--- config.mk ---
export PLATFORM = sky130hd
export DESIGN_NAME = joy_port
export DESIGN_NICKNAME = d
export VERILOG_FILES = /design/src/rtl/joy_pkg.sv /design/src/rtl/joy_filter.sv /design/src/rtl/joy_port.sv
export SDC_FILE = /design/constraint.sdc
export NUM_CORES = 1
export LEC_CHECK = 0
export BUFFER_PORTS_ARGS = -buffer_cell sky130_fd_sc_hd__buf_2
export CAP_MARGIN = 0
export CORE_MARGIN = 5
export CORE_UTILIZATION = 50
export DETAILED_ROUTE_END_ITERATION = 8
export MAX_ROUTING_LAYER = met4
export PLACE_DENSITY = 0.86
export SETUP_SLACK_MARGIN = 0.2
export SYNTH_ARGS = -nofsm -noshare
export SYNTH_HDL_FRONTEND = slang
export SYNTH_SLANG_ARGS = --single-unit
--- constraint.sdc ---
create_clock -name clock -period 2 [get_ports clock]
set_input_delay 0.4 -clock clock [delete_from_list [all_inputs] [get_ports clock]]
set_output_delay 0.4 -clock clock [all_outputs]
set_load 0.05 [all_outputs]
--- src/rtl/joy_pkg.sv ---
// Shared pad bit layout, Kempston bit positions and Sinclair row column map
// for the joystick port block.
package joy_pkg;

    localparam int PAD_W = 6;

    localparam int RIGHT = 0;
    localparam int LEFT  = 1;
    localparam int DOWN  = 2;
    localparam int UP    = 3;
    localparam int FIRE1 = 4;
    localparam int FIRE2 = 5;

    localparam int KEMP_RIGHT = 0;
    localparam int KEMP_LEFT  = 1;
    localparam int KEMP_DOWN  = 2;
    localparam int KEMP_UP    = 3;
    localparam int KEMP_FIRE  = 4;

    // Sinclair joystick sits on keyboard row EFFE (address bit 12 -> a[4]).
    localparam int SINCLAIR_ROW_BIT = 4;
    localparam int COL_FIRE  = 0;
    localparam int COL_UP    = 1;
    localparam int COL_DOWN  = 2;
    localparam int COL_RIGHT = 3;
    localparam int COL_LEFT  = 4;

    typedef struct packed {
        logic fire;
        logic up;
        logic down;
        logic left;
        logic right;
    } cleanPad_t;

    // Opposing directions pressed together cancel each other out.
    function automatic cleanPad_t socdClean(input logic [PAD_W-1:0] vec, input logic fire);
        cleanPad_t p;
        p.fire  = fire;
        p.right = vec[RIGHT] & ~vec[LEFT];
        p.left  = vec[LEFT]  & ~vec[RIGHT];
        p.up    = vec[UP]    & ~vec[DOWN];
        p.down  = vec[DOWN]  & ~vec[UP];
        return p;
    endfunction

endpackage

--- src/rtl/joy_filter.sv ---
// One pad: whole-vector debounce plus fire-button merge. Autofire on fire2
// is built only when JOY_AUTOFIRE_EN is defined.
module joy_filter
    import joy_pkg::*;
#(
    parameter int DEBOUNCE  = 4,
    parameter int AF_PERIOD = 3
) (
    input  logic             clock,
    input  logic             reset,
    input  logic             ce,
    input  logic [PAD_W-1:0] raw,
    output logic [PAD_W-1:0] stable,
    output logic             fire
);

    logic [3:0] count;
    logic       match;
    logic       loadNow;

    assign match   = (raw == stable);
    assign loadNow = ce && !match && (count == 4'(DEBOUNCE - 1));

    // Count tracks how long raw has disagreed with stable, not raw-to-raw changes.
    always_ff @(posedge clock or negedge reset) begin
        if (!reset) begin
            stable <= '0;
            count  <= '0;
        end else if (ce) begin
            if (match) begin
                count <= '0;
            end else if (count == 4'(DEBOUNCE - 1)) begin
                stable <= raw;
                count  <= '0;
            end else begin
                count <= count + 4'd1;
            end
        end
    end

`ifdef JOY_AUTOFIRE_EN
    logic [PAD_W-1:0] stableNext;
    logic [7:0]       afCount;
    logic             phase;

    assign stableNext = loadNow ? raw : stable;

    // Rising edge of the debounced fire2 starts a fresh "pressed" half-period.
    always_ff @(posedge clock or negedge reset) begin
        if (!reset) begin
            afCount <= '0;
            phase   <= 1'b0;
        end else if (ce) begin
            if (!stableNext[FIRE2]) begin
                afCount <= '0;
                phase   <= 1'b0;
            end else if (!stable[FIRE2]) begin
                afCount <= '0;
                phase   <= 1'b1;
            end else if (afCount == 8'(AF_PERIOD - 1)) begin
                afCount <= '0;
                phase   <= ~phase;
            end else begin
                afCount <= afCount + 8'd1;
            end
        end
    end

    assign fire = stable[FIRE1] | phase;
`else
    logic unusedLoad;
    assign unusedLoad = loadNow;
    assign fire       = stable[FIRE1] | stable[FIRE2];
`endif

endmodule

--- src/rtl/joy_port.sv ---
// Two debounced pads mapped onto the Kempston port and the Sinclair keyboard
// row. Optional autofire on fire2: define JOY_AUTOFIRE_EN.
module joy_port
    import joy_pkg::*;
#(
    parameter int DEBOUNCE  = 4,
    parameter int AF_PERIOD = 3
) (
    input  logic       clock,
    input  logic       reset,
    input  logic       ce,
    input  logic [7:0] joy1,
    input  logic [7:0] joy2,
    input  logic       swap,
    input  logic [7:0] a,
    output logic [7:0] kempston,
    output logic [4:0] keyCols
);

    logic [PAD_W-1:0] stable1, stable2;
    logic             fire1, fire2;
    cleanPad_t        clean1, clean2, kempPad, sincPad;
    logic [7:0]       kempNext;
    logic             unusedBits;

    assign unusedBits = ^{joy1[7:6], joy2[7:6], a[7:5], a[3:0]};

    joy_filter #(.DEBOUNCE(DEBOUNCE), .AF_PERIOD(AF_PERIOD)) pad1Filter (
        .clock (clock),
        .reset (reset),
        .ce    (ce),
        .raw   (joy1[PAD_W-1:0]),
        .stable(stable1),
        .fire  (fire1)
    );

    joy_filter #(.DEBOUNCE(DEBOUNCE), .AF_PERIOD(AF_PERIOD)) pad2Filter (
        .clock (clock),
        .reset (reset),
        .ce    (ce),
        .raw   (joy2[PAD_W-1:0]),
        .stable(stable2),
        .fire  (fire2)
    );

    assign clean1  = socdClean(stable1, fire1);
    assign clean2  = socdClean(stable2, fire2);
    assign kempPad = swap ? clean2 : clean1;
    assign sincPad = swap ? clean1 : clean2;

    // NOTE: every output of a combinational block gets a default first so no latch is inferred.
    always_comb begin
        kempNext             = '0;
        kempNext[KEMP_RIGHT] = kempPad.right;
        kempNext[KEMP_LEFT]  = kempPad.left;
        kempNext[KEMP_DOWN]  = kempPad.down;
        kempNext[KEMP_UP]    = kempPad.up;
        kempNext[KEMP_FIRE]  = kempPad.fire;
    end

    always_ff @(posedge clock or negedge reset) begin
        if (!reset) kempston <= 8'h00;
        else        kempston <= kempNext;
    end

    always_comb begin
        keyCols = 5'h1F;
        if (!a[SINCLAIR_ROW_BIT]) begin
            keyCols[COL_FIRE]  = ~sincPad.fire;
            keyCols[COL_UP]    = ~sincPad.up;
            keyCols[COL_DOWN]  = ~sincPad.down;
            keyCols[COL_RIGHT] = ~sincPad.right;
            keyCols[COL_LEFT]  = ~sincPad.left;
        end
    end

endmodule

==> results of run 1 <==
-- kinds of logic after synthesis --
kind of cell    count (synthesis)  synth area share
compound gates                 23             0.102
simple gates                   41             0.177
buf+inv                        13            0.0459
mux                            12            0.0993
xor+xnor                       13            0.0853
other cells                     1           0.00281
fa+ha+maj                       2            0.0187
flops                          25             0.469
-- layout by cell type, fill, tap and decap left out --
| cell type | synthesis | layout |
|---|---|---|
| buf_8 | 0 | 2 |
| o221ai_1 | 1 | 1 |
| a21oi_1 | 5 | 5 |
| conb_1 | 1 | 3 |
| nand4_1 | 3 | 3 |
| nor3b_2 | 0 | 2 |
| a31oi_2 | 0 | 1 |
| nor2_2 | 1 | 1 |
| nor2_1 | 4 | 4 |
| buf_4 | 3 | 6 |
| nor3b_1 | 3 | 1 |
| clkinv_2 | 0 | 1 |
| mux2_2 | 10 | 10 |
| o31ai_1 | 3 | 3 |
| dfrtp_1 | 25 | 24 |
| clkbuf_4 | 0 | 4 |
| nand3b_1 | 4 | 4 |
| nor3_4 | 1 | 1 |
| or2_4 | 0 | 2 |
| nor3_1 | 3 | 3 |
| xnor2_1 | 10 | 10 |
| o22ai_1 | 4 | 4 |
| nand2b_4 | 0 | 1 |
| nand3_1 | 2 | 2 |
| inv_1 | 7 | 7 |
| nand2_1 | 10 | 10 |
| o21ai_0 | 7 | 7 |
| buf_6 | 0 | 3 |
| a21o_1 | 1 | 1 |
| buf_2 | 1 | 21 |
| or3b_4 | 0 | 1 |
| mux2i_1 | 2 | 2 |
| xor2_1 | 3 | 3 |
| dfrtp_2 | 0 | 1 |
| a31oi_1 | 2 | 1 |
| ha_1 | 2 | 2 |
| nand2b_1 | 7 | 6 |
-- cells in the mapped netlist, drive strengths merged (2+ instances only) --
cell	n
dfrtp	25
mux2	10
nand2	10
xnor2	10
inv	7
nand2b	7
o21ai	7
a21oi	5
buf	5
nor2	5
nand3b	4
nor3	4
o22ai	4
nand4	3
nor3b	3
o31ai	3
xor2	3
a31oi	2
ha	2
mux2i	2
nand3	2
or2	2
-- per-layer routing --
layer / up-vias / part of all wire
li1: 510 / -
met5: - / 0
met1: 518 / 0.40
met3: 7 / 0.056
met2: 27 / 0.52
met4: 0 / 0.017
-- per-stage QoR --
step	hold slack (ns)	area [sq um]
floorplan	0.104	1340
global placement	0.412	1480
detailed placement	0.423	1480
CTS	0.0484	1590
global route	0.0760	1630
finish	0.0461	1630
-- worst max-delay path: cells and delay by family (launching register included) --
family,cells,cell delay [ns]
AOI/OAI and AO/OA,1,0.22
and+or+nand+nor,2,0.35
buffers and inverters,1,0.14
DFF,1,0.45
-- final timing paths --
check	start	end	slack, ns	cells after the start
max in group asynchronous	reset	pad2Filter.stable[3]	1.56	1
worst min-delay path	reset	pad2Filter.count[0]	0.05	1
worst min register to register	pad2Filter.count[0]	pad2Filter.count[0]	0.53	1
worst max-delay path	pad2Filter.stable[2]	keyCols[2]	0.12	4
min in group clock	joy1[2]	pad1Filter.stable[2]	0.31	3
worst max register to register	pad1Filter.count[0]	pad1Filter.stable[1]	0.49	4
-- state kept, by name, summed over array words and instances, names as in the netlist --
| register | flops |
|---|---|
| kempston | 5 |
| pad1Filter.count | 4 |
| pad1Filter.stable | 6 |
| pad2Filter.count | 4 |
| pad2Filter.stable | 6 |
-- what timing repair did --
item,4_1_cts,5_1_grt
hold buffers,0,0
endpoints found under the hold margin,0,0
setup buffers,5,1
pin swaps,3,1
setup endpoints to repair,3,5
cloned,0,0
gates resized for setup,14,7
-- cell type report --
cell class	instances	area (sq um)
Fill cell	216	896
Clock buffer	3	22.5
Inverter	7	26.3
Timing Repair Buffer	33	221
Clock inverter	1	5.00
Sequential cell	25	627
Tap cell	30	37.5
Multi-Input combinational cell	94	687
-- where the power goes --
| group | switching, uW | internal [uW] |
|---|---|---|
| clock | 153 | 75.0 |
| combinational | 490 | 392 |
| sequential | 170 | 676 |
| total | 813 | 1140 |
==> Implementation_results.wiki, run 1 <==
{| class="wikitable"
! Metric !! Value
|-
| Outcome || complete, no violations
|-
| Critical path start-end classification || flip-flop to output pin
|-
| Synth cell types || 31
|-
| Total power per unit cell area || 1200 nW/um^2
|-
| Data required, critical path || 1.60 ns
|-
| Post-synth EDFFs || 0
|-
| Buffers on Ports || 26
|-
| Post-route minimum period || 1.88 ns
|-
| Skew-Pair Late Insertion Delay || 0.32 ns
|-
| Iter 0 DRT Violations || 18
|-
| I/O pin count || 41
|-
| Class of the most critical hold timing path || input port to asynchronous set/reset pin
|-
| Cells after synthesis || 130
|-
| Overall power after layout || 1960 uW
|-
| Initial Utilization || 0.529
|-
| Fraction of layout instances using a drive strength above 1 || 0.350
|-
| Achievable Freq || 0.531 GHz
|-
| Die Footprint || 3800 sq um
|-
| HPWL Detailed || 2030 um
|-
| DRC violations left || 0
|-
| Clock Pin Slew Worst Setup and Hold Paths || 0.13 ns
|-
| Total negative setup slack || 0 ns
|-
| Final estimated routing congestion in global placement || 0.773
|-
| Maximum single-stage delay on the critical path || 0.45 ns
|-
| Max VDD drop || 0.860 mV
|-
| Most Used Layer, Global Route || met2
|-
| Total CTS buffers || 3
|-
| Fraction of the cycle the final worst path needs || 0.941
|-
| Combined area of all synthesized cells || 1340 sq um
|-
| Met2 track demand over resource || 0.312
|-
| Number of levels the H-tree was split into || 1
|-
| Sequential-to-total area share from yosys stat || 0.469
|-
| Area delta synth->final || 21.8%
|-
| Wire length of the first global-routing pass || 4940 um
|-
| Antenna Nets Post-Route || 0
|-
| Overall fraction of global-route tracks in use || 0.183
|-
| Hold violation total from the final report || 0
|-
| Cell Rows || 18
|-
| Met1 GRT Util || 0.212
|-
| Post-placement worst setup slack || 0.167 ns
|-
| Overall die height || 61.7 um
|-
| Core region area || 2520 sq um
|-
| Gr ovfl total || 0
|-
| Max-capacitance violation count || 0
|-
| Max stage delay cell, worst path || dfrtp_1
|-
| Cell total after placement || 183
|-
| Kind of capture point of the worst setup path || output pin
|-
| Number of storage elements in the synthesis netlist || 25
|-
| CTS sink count || 25
|-
| Least-Margin Pin Slew || 0.564 ns
|-
| Final worst clock skew || 0.000884 ns
|-
| Pins over their slew limit || 0
|-
| Largest net degree at the start of global routing || 26
|-
| Share of async-settable or async-resettable flops after synthesis || 1.00
|-
| Setup violations, final || 0
|-
| Worst path arrival time || 1.48 ns
|-
| Worst relative slew slack || 0.624
|-
| Max Root-Sink Buffers || 2
|-
| Worst-case setup margin in the final layout || 0.117 ns
|-
| GR Util met3 || 0.0294
|-
| Final cell utilization of the core || 0.645
|-
| Leak pwr || 0.000735 uW
|-
| Total of warnings raised by yosys || 0
|-
| Biggest area contributors in the synthesized netlist || dfrtp_1 47%, mux2_2 8.4%, xnor2_1 6.6%, nand2b_1 3.3%, nand2_1 2.8%
|-
| CTS tree || done
|-
| Number of nets in the layout || 194
|-
| Initial antenna violation count || 0
|-
| Wirelength, routed || 2920 um
|-
| Mean number of vias per cell || 5.50
|-
| Die Width || 61.7 um
|-
| Unrepaired setup endpoints after global routing || true
|-
| Critical-path maximum fanout || 4
|-
| Cell-by-cell trace of the critical path || nor3b_2 > a31oi_1 > or2_4 > buf_8
|-
| Count of vias placed by the detailed router || 1062
|-
| Most frequently used flop master after synthesis || dfrtp_1
|-
| Synth Area per Inst || 10.3 sq um
|-
| Post-synth top area share || 0.469
|-
| Average wire per standard cell || 15.2 um
|-
| DR pass1 iterations || 4
|-
| Synth area leader || dfrtp_1
|-
| Non-filler instance count after layout || 193
|-
| Critical Path Source Type || flip-flop
|-
| Total inserted antenna cells || 0
|-
| Clk Tree Root Cell || clkbuf_4
|-
| Via count of the first global-routing pass || 1109
|}
Power figures use the tool's default switching activity.
==> inputs of run 2 (changes only) <==
CORE_MARGIN = 2   (was 5)
==> Implementation_results.wiki, run 2 (synthesis gave the netlist of run 1 again) <==
{| class="wikitable"
! Metric !! Value
|-
| Outcome || complete, no violations
|-
| Register-to-Register Setup Slack || 0.49 ns (about the same)
|-
| Data required, critical path || 1.60 ns (about the same)
|-
| Via count of the first global-routing pass || 1033 (-6.9%)
|-
| Critical path start-end classification || flip-flop to output pin
|-
| Least-Margin Pin Slew || 0.543 ns (-0.0214 ns)
|-
| Commonest non-fill, non-tap cell in the layout || dfrtp_1
|-
| Overall die height || 55.7 um (-9.7%)
|-
| Post-placement worst setup slack || 0.175 ns (+0.00829 ns)
|-
| Class of the most critical hold timing path || input port to asynchronous set/reset pin
|-
| DR pass1 iterations || 4 (unchanged)
|-
| Clock Pin Slew Worst Setup and Hold Paths || 0.14 ns (about the same)
|-
| Skew-Pair Late Insertion Delay || 0.33 ns (about the same)
|-
| CTS tree || done
|-
| Number of levels the H-tree was split into || 1 (unchanged)
|-
| Leak pwr || 0.000739 uW (+0.64%)
|-
| Fraction of the cycle the final worst path needs || 0.921 (-0.0206)
|-
| Max VDD drop || 0.915 mV (+6.4%)
|-
| Critical-path maximum fanout || 2 (-2)
|-
| Pins over their slew limit || 0 (unchanged)
|-
| Total power per unit cell area || 1190 nW/um^2 (-0.99%)
|-
| Critical Path Source Type || flip-flop
|-
| I/O pin count || 41 (unchanged)
|-
| Worst path arrival time || 1.44 ns (-0.04 ns)
|-
| Kind of capture point of the worst setup path || output pin
|-
| Antenna Nets Post-Route || 0 (unchanged)
|-
| DRC violations left || 0 (unchanged)
|-
| Setup violations, final || 0 (unchanged)
|-
| Final estimated routing congestion in global placement || 0.726 (-6.1%)
|-
| Buffers on Ports || 26 (unchanged)
|-
| Gr ovfl total || 0 (unchanged)
|-
| Max-capacitance violation count || 0 (unchanged)
|-
| Total inserted antenna cells || 0 (unchanged)
|-
| Clk Tree Root Cell || clkbuf_4
|-
| Die Footprint || 3100 sq um (-19%)
|-
| Final worst clock skew || 0.00873 ns (+0.00784 ns)
|-
| Mean number of vias per cell || 5.28 (-4.0%)
|-
| Average wire per standard cell || 13.2 um (-13%)
|-
| Overall fraction of global-route tracks in use || 0.187 (+0.00488)
|-
| Highest-count cells in the layout ignoring fill and taps || 24 x dfrtp_1, 21 x buf_2, 10 x nand2_1, 10 x mux2_2, 10 x xnor2_1
|-
| Area delta synth->final || 21.9% (about the same)
|-
| Total negative setup slack || 0 ns (unchanged)
|-
| Largest net degree at the start of global routing || 26 (unchanged)
|-
| CTS sink count || 25 (unchanged)
|-
| Total CTS buffers || 3 (unchanged)
|-
| HPWL Detailed || 1840 um (-9.3%)
|-
| Worst-case setup margin in the final layout || 0.158 ns (+0.0413 ns)
|-
| Area taken by multi-input logic gates || 681 sq um (-0.91%)
|-
| Number of nets in the layout || 195 (+0.52%)
|-
| Worst relative slew slack || 0.638 (+0.0143)
|-
| Wirelength, routed || 2570 um (-12%)
|-
| Post-route minimum period || 1.84 ns (-0.0413 ns)
|-
| Iter 0 DRT Violations || 9 (-9)
|-
| Initial antenna violation count || 0 (unchanged)
|-
| Core region area || 2500 sq um (-0.89%)
|-
| Registers with the most flip-flops || pad1Filter.stable (6), pad2Filter.stable (6), kempston (5)
|-
| Hold violation total from the final report || 0 (unchanged)
|-
| Number of filler cells placed in the layout || 201 (-6.9%)
|-
| Area used by sequential logic in the layout || 627 sq um (unchanged)
|-
| Die Width || 55.7 um (-9.7%)
|-
| Fraction of layout instances using a drive strength above 1 || 0.348 (-0.00213)
|-
| Cell Rows || 18 (unchanged)
|-
| Count of vias placed by the detailed router || 1025 (-3.5%)
|-
| Achievable Freq || 0.543 GHz (+2.2%)
|-
| Unrepaired setup endpoints after global routing || true
|-
| Max Root-Sink Buffers || 2 (unchanged)
|-
| Initial Utilization || 0.534 (+0.00477)
|-
| Wire length of the first global-routing pass || 4450 um (-9.9%)
|}
## run 2: worst paths after layout
| check | start | to | cells after the start |
|---|---|---|---|
| max | pad2Filter.stable[1] | keyCols[3] | 3 |
| min | reset | pad2Filter.count[2] | 1 |
| max reg2reg | pad1Filter.count[0] | pad1Filter.stable[5] | 4 |
| min reg2reg | pad2Filter.count[0] | pad2Filter.count[0] | 1 |
| max in group asynchronous | reset | pad2Filter.stable[2] | 1 |
| min in group clock | joy1[3] | pad1Filter.stable[3] | 3 |
## run 2: worst max-delay path, stage by stage (launching register included)
cell,delay (ns)
dfrtp_1,0.42
or3b_4,0.37
a21o_1,0.18
buf_6,0.15
## run 2: power breakdown
| part | switching [uW] | total, uW | internal [uW] |
|---|---|---|---|
| Combinational | 479 | 871 | 392 |
| Clock | 159 | 235 | 75.2 |
| Sequential | 157 | 834 | 676 |
## run 2: cell type report
type                    instances  share of cell area
multi-input cells              94               0.418
flip-flops and latches         25               0.385
repair buffers                 34               0.141
well taps                      30              0.0231
inverters                       7              0.0161
clock buffers                   3              0.0138
clock inverters                 1             0.00307
## run 2: metal layers
layer,track usage,wire length (um),up-vias
li1,-,-,510
met3,0.0395,101,5
met1,0.219,1150,485
met5,-,0,-
met2,0.315,1280,25
met4,0.0767,38,0
## run 2: repair_timing
| item | CTS | global route |
|---|---|---|
| gates resized for setup | 15 | 5 |
| setup buffers | 4 | 2 |
| pin swaps | 2 | 1 |
| endpoints found under the setup margin | 3 | 5 |
| hold buffers | 0 | 0 |
## run 2: stage by stage
| stage | area, sq um | hold slack (ns) | utilization | power, uW | cells |
|---|---|---|---|---|---|
| 5_1_grt | 1630 | 0.0673 | 0.651 | 2070 | 194 |
| 3_5_place_dp | 1490 | 0.419 | 0.596 | 1610 | 184 |
| 3_3_place_gp | 1490 | 0.410 | 0.596 | 1570 | 184 |
| 4_1_cts | 1600 | 0.0491 | 0.638 | 1910 | 192 |
| 2_1_floorplan | 1340 | 0.104 | - | 1420 | 132 |
| 6_report | 1630 | 0.0251 | 0.651 | 1940 | 194 |
==> inputs of run 3 (changes only) <==
PLACE_DENSITY = 0.85   (was 0.86)
SYNTH_HIERARCHICAL = 1   (was not set)
==> Implementation_results.wiki, run 3 <==
{| class="wikitable"
! Metric !! Value
|-
| Mean number of vias per cell || 5.43 (+2.7%)
|-
| Cells after synthesis || 129 (-0.77%)
|-
| Total CTS buffers || 3 (unchanged)
|-
| Most common cell in the netlist || dfrtp_1
|-
| Worst path arrival time || 1.43 ns (about the same)
|-
| Hold buffers post-CTS || 0 (unchanged)
|-
| Total negative setup slack || 0 ns (unchanged)
|-
| Maximum single-stage delay on the critical path || 0.47 ns (+0.05 ns)
|-
| Outcome || complete, no violations
|-
| Core region area || 2760 sq um (+10%)
|-
| Registers with the most flip-flops || pad1Filter/stable (6), pad2Filter/stable (6), kempston (5)
|-
| Largest net degree at the start of global routing || 26 (unchanged)
|-
| Overall fraction of global-route tracks in use || 0.204 (+0.0164)
|-
| Number of levels the H-tree was split into || 1 (unchanged)
|-
| Highest-count cells in the layout ignoring fill and taps || 23 x buf_2, 23 x dfrtp_1, 12 x xnor2_1, 12 x mux2_4
|-
| Critical path start-end classification || flip-flop to output pin
|-
| Setup violations, final || 0 (unchanged)
|-
| Overall die height || 58.0 um (+4.3%)
|-
| Clk Tree Root Cell || clkbuf_4
|-
| Worst relative slew slack || 0.624 (-0.0139)
|-
| Fraction of the cycle the final worst path needs || 0.915 (-0.00577)
|-
| Post-route minimum period || 1.83 ns (-0.0115 ns)
|-
| Worst-case setup margin in the final layout || 0.170 ns (+0.0115 ns)
|-
| DRC violations left || 0 (unchanged)
|-
| Antenna Nets Post-Route || 0 (unchanged)
|-
| Worst R2R Start || pad1Filter/count[0]
|-
| Final estimated routing congestion in global placement || 0.762 (+5.0%)
|-
| Iter 0 DRT Violations || 31 (+22)
|-
| Pins over their slew limit || 0 (unchanged)
|-
| Count of vias placed by the detailed router || 1058 (+3.2%)
|-
| Max VDD drop || 0.769 mV (-16%)
|-
| Cell Rows || 19 (+1)
|-
| Post-placement worst setup slack || 0.317 ns (+0.141 ns)
|-
| Hold violation total from the final report || 0 (unchanged)
|-
| Register-to-Register Setup Slack || 0.60 ns (+0.11 ns)
|-
| Cell-by-cell trace of the critical path || nor4b_1 > a31oi_1 > buf_2
|-
| Number of nets in the layout || 195 (unchanged)
|-
| CP Buf/Inv Count || 1 (unchanged)
|-
| Leak pwr || 0.000822 uW (+11%)
|-
| Sequential-to-total area share from yosys stat || 0.428 (-0.0402)
|-
| Max-capacitance violation count || 0 (unchanged)
|-
| I/O pin count || 41 (unchanged)
|-
| HPWL Detailed || 2060 um (+12%)
|-
| Buffers on Ports || 26 (unchanged)
|-
| Total power per unit cell area || 1100 nW/um^2 (-7.6%)
|-
| Final cell utilization of the core || 0.614 (-0.0368)
|-
| Max Root-Sink Buffers || 2 (unchanged)
|-
| CTS sink count || 25 (unchanged)
|-
| Data required, critical path || 1.60 ns (about the same)
|-
| Post-synth top area share || 0.428 (-0.0402)
|-
| Kind of cell with the highest combined delay on the critical path || flip-flops
|-
| Fraction of layout instances using a drive strength above 1 || 0.390 (+0.0427)
|-
| Synth Area per Inst || 11.3 sq um (+10%)
|-
| Clock Pin Slew Worst Setup and Hold Paths || 0.14 ns (about the same)
|-
| Most frequently used flop master after synthesis || dfrtp_1
|-
| Post-synth EDFFs || 0 (unchanged)
|-
| CTS tree || done
|-
| Number of storage elements in the synthesis netlist || 25 (unchanged)
|-
| Skew-Pair Late Insertion Delay || 0.33 ns (about the same)
|-
| Unrepaired setup endpoints after global routing || true
|-
| Critical Path Source Type || flip-flop
|-
| Via count of the first global-routing pass || 1101 (+6.6%)
|-
| Kind of capture point of the worst setup path || output pin
|-
| Path depth of the worst reg2reg path || 4 (unchanged)
|-
| Combined area of all synthesized cells || 1460 sq um (+9.4%)
|-
| Max stage delay cell, worst path || dfrtp_2
|-
| Class of the most critical hold timing path || input port to asynchronous set/reset pin
|-
| Wire length of the first global-routing pass || 5040 um (+13%)
|-
| Most frequent cells after synthesis || 25 x dfrtp_1, 12 x mux2_4, 12 x xnor2_1, 10 x inv_1, 8 x nand2_1
|-
| Synth cell types || 32 (+3.2%)
|-
| Synth area leader || dfrtp_1
|-
| Critical-path maximum fanout || 6 (+4)
|-
| Least-Margin Pin Slew || 0.564 ns (+0.0208 ns)
|-
| Area delta synth->final || 16.0%
|-
| Wirelength, routed || 2820 um (+9.7%)
|-
| Average wire per standard cell || 14.4 um (+9.1%)
|-
| DR pass1 iterations || 4 (unchanged)
|-
| Total of warnings raised by yosys || 6 (+6)
|-
| Total inserted antenna cells || 0 (unchanged)
|-
| End of the worst register-to-register path || pad1Filter/stable[1]
|-
| Die Width || 58.0 um (+4.3%)
|-
| Biggest area contributors in the synthesized netlist || dfrtp_1 43%, mux2_4 12%, xnor2_1 7.2%, o31ai_1 3.1%, nor2_8 2.7%
|-
| Initial antenna violation count || 0 (unchanged)
|-
| Gr ovfl total || 0 (unchanged)
|-
| Final worst clock skew || 0.00617 ns (-0.00255 ns)
|-
| Achievable Freq || 0.546 GHz (+0.63%)
|-
| Die Footprint || 3370 sq um (+8.7%)
|-
| Share of async-settable or async-resettable flops after synthesis || 1.00 (unchanged)
|-
| Initial Utilization || 0.529 (-0.00454)
|}
[run 3: cell count changes in the layout (fill, tap and decap cells not counted), moves of 4 or more]
| cell | change |
|---|---|
| nor4b_1 | +4 |
| mux2_2 | -10 |
| nand2b_1 | -6 |
| mux2_4 | +12 |
[run 3: final cells by class]
type                       count  area [sq um]
sequential                    25           628
fill                         203          1060
tap                           31          38.8
multi-input combinational     91           761
inverter                      10          37.5
clock buffer                   3          22.5
timing repair buffer          34           201
clock inverter                 1          5.00
[run 3: power by group]
group | leakage (uW) | total [uW] | internal [uW] | switching [uW]
clock network | 0.0000177 | 232 | 75.2 | 156
logic | 0.000502 | 835 | 385 | 449
registers | 0.000303 | 799 | 655 | 144
total | 0.000822 | 1870 | 1120 | 750
[run 3: worst max path at each step]
stage / cells after the start / end / start / slack (ns)
after floorplan: 3 / keyCols[1] / swap / 0.1
after global placement: 4 / keyCols[3] / swap / 0.36
after detailed placement: 4 / keyCols[3] / swap / 0.32
after CTS: 4 / keyCols[0] / pad1Filter/stable[4] / 0.15
after global routing: 4 / keyCols[0] / pad1Filter/stable[4] / 0.09
final: 3 / keyCols[4] / pad2Filter/stable[0] / 0.17
[run 3: cell families after synthesis]
family / after synthesis / share of synthesized area
multiplexers: 14 / 0.138
AND/OR/NAND/NOR: 38 / 0.185
buffers and inverters: 15 / 0.0591
other: 1 / 0.00257
AO/OA/AOI/OAI: 22 / 0.0977
XOR/XNOR: 12 / 0.0720
flip-flops: 25 / 0.428
adder cells (fa/ha/maj): 2 / 0.0171
[run 3: metal layers]
metal	part of all wire	global-route usage	routed length (um)
met5	0	-	0
met4	0.029	0.106	81
met3	0.034	0.0246	97
met2	0.50	0.313	1400
met1	0.44	0.265	1240
[run 3: stage by stage]
stage | hold slack (ns) | cells | instance area [sq um] | total power (uW)
floorplan | 0.104 | 131 | 1470 | 1390
global placement | 0.409 | 184 | 1600 | 1520
detailed placement | 0.423 | 184 | 1600 | 1560
CTS | 0.0473 | 193 | 1670 | 1850
global route | 0.0622 | 195 | 1690 | 2000
finish | 0.0405 | 195 | 1690 | 1870
[run 3: what timing repair did]
action                     in CTS  in global routing
setup endpoints to repair       4                  5
hold endpoints to repair        0                  0
gates cloned                    0                  0
pin swaps                       2                  0
resized for setup               5                  4
buffers inserted                5                  2
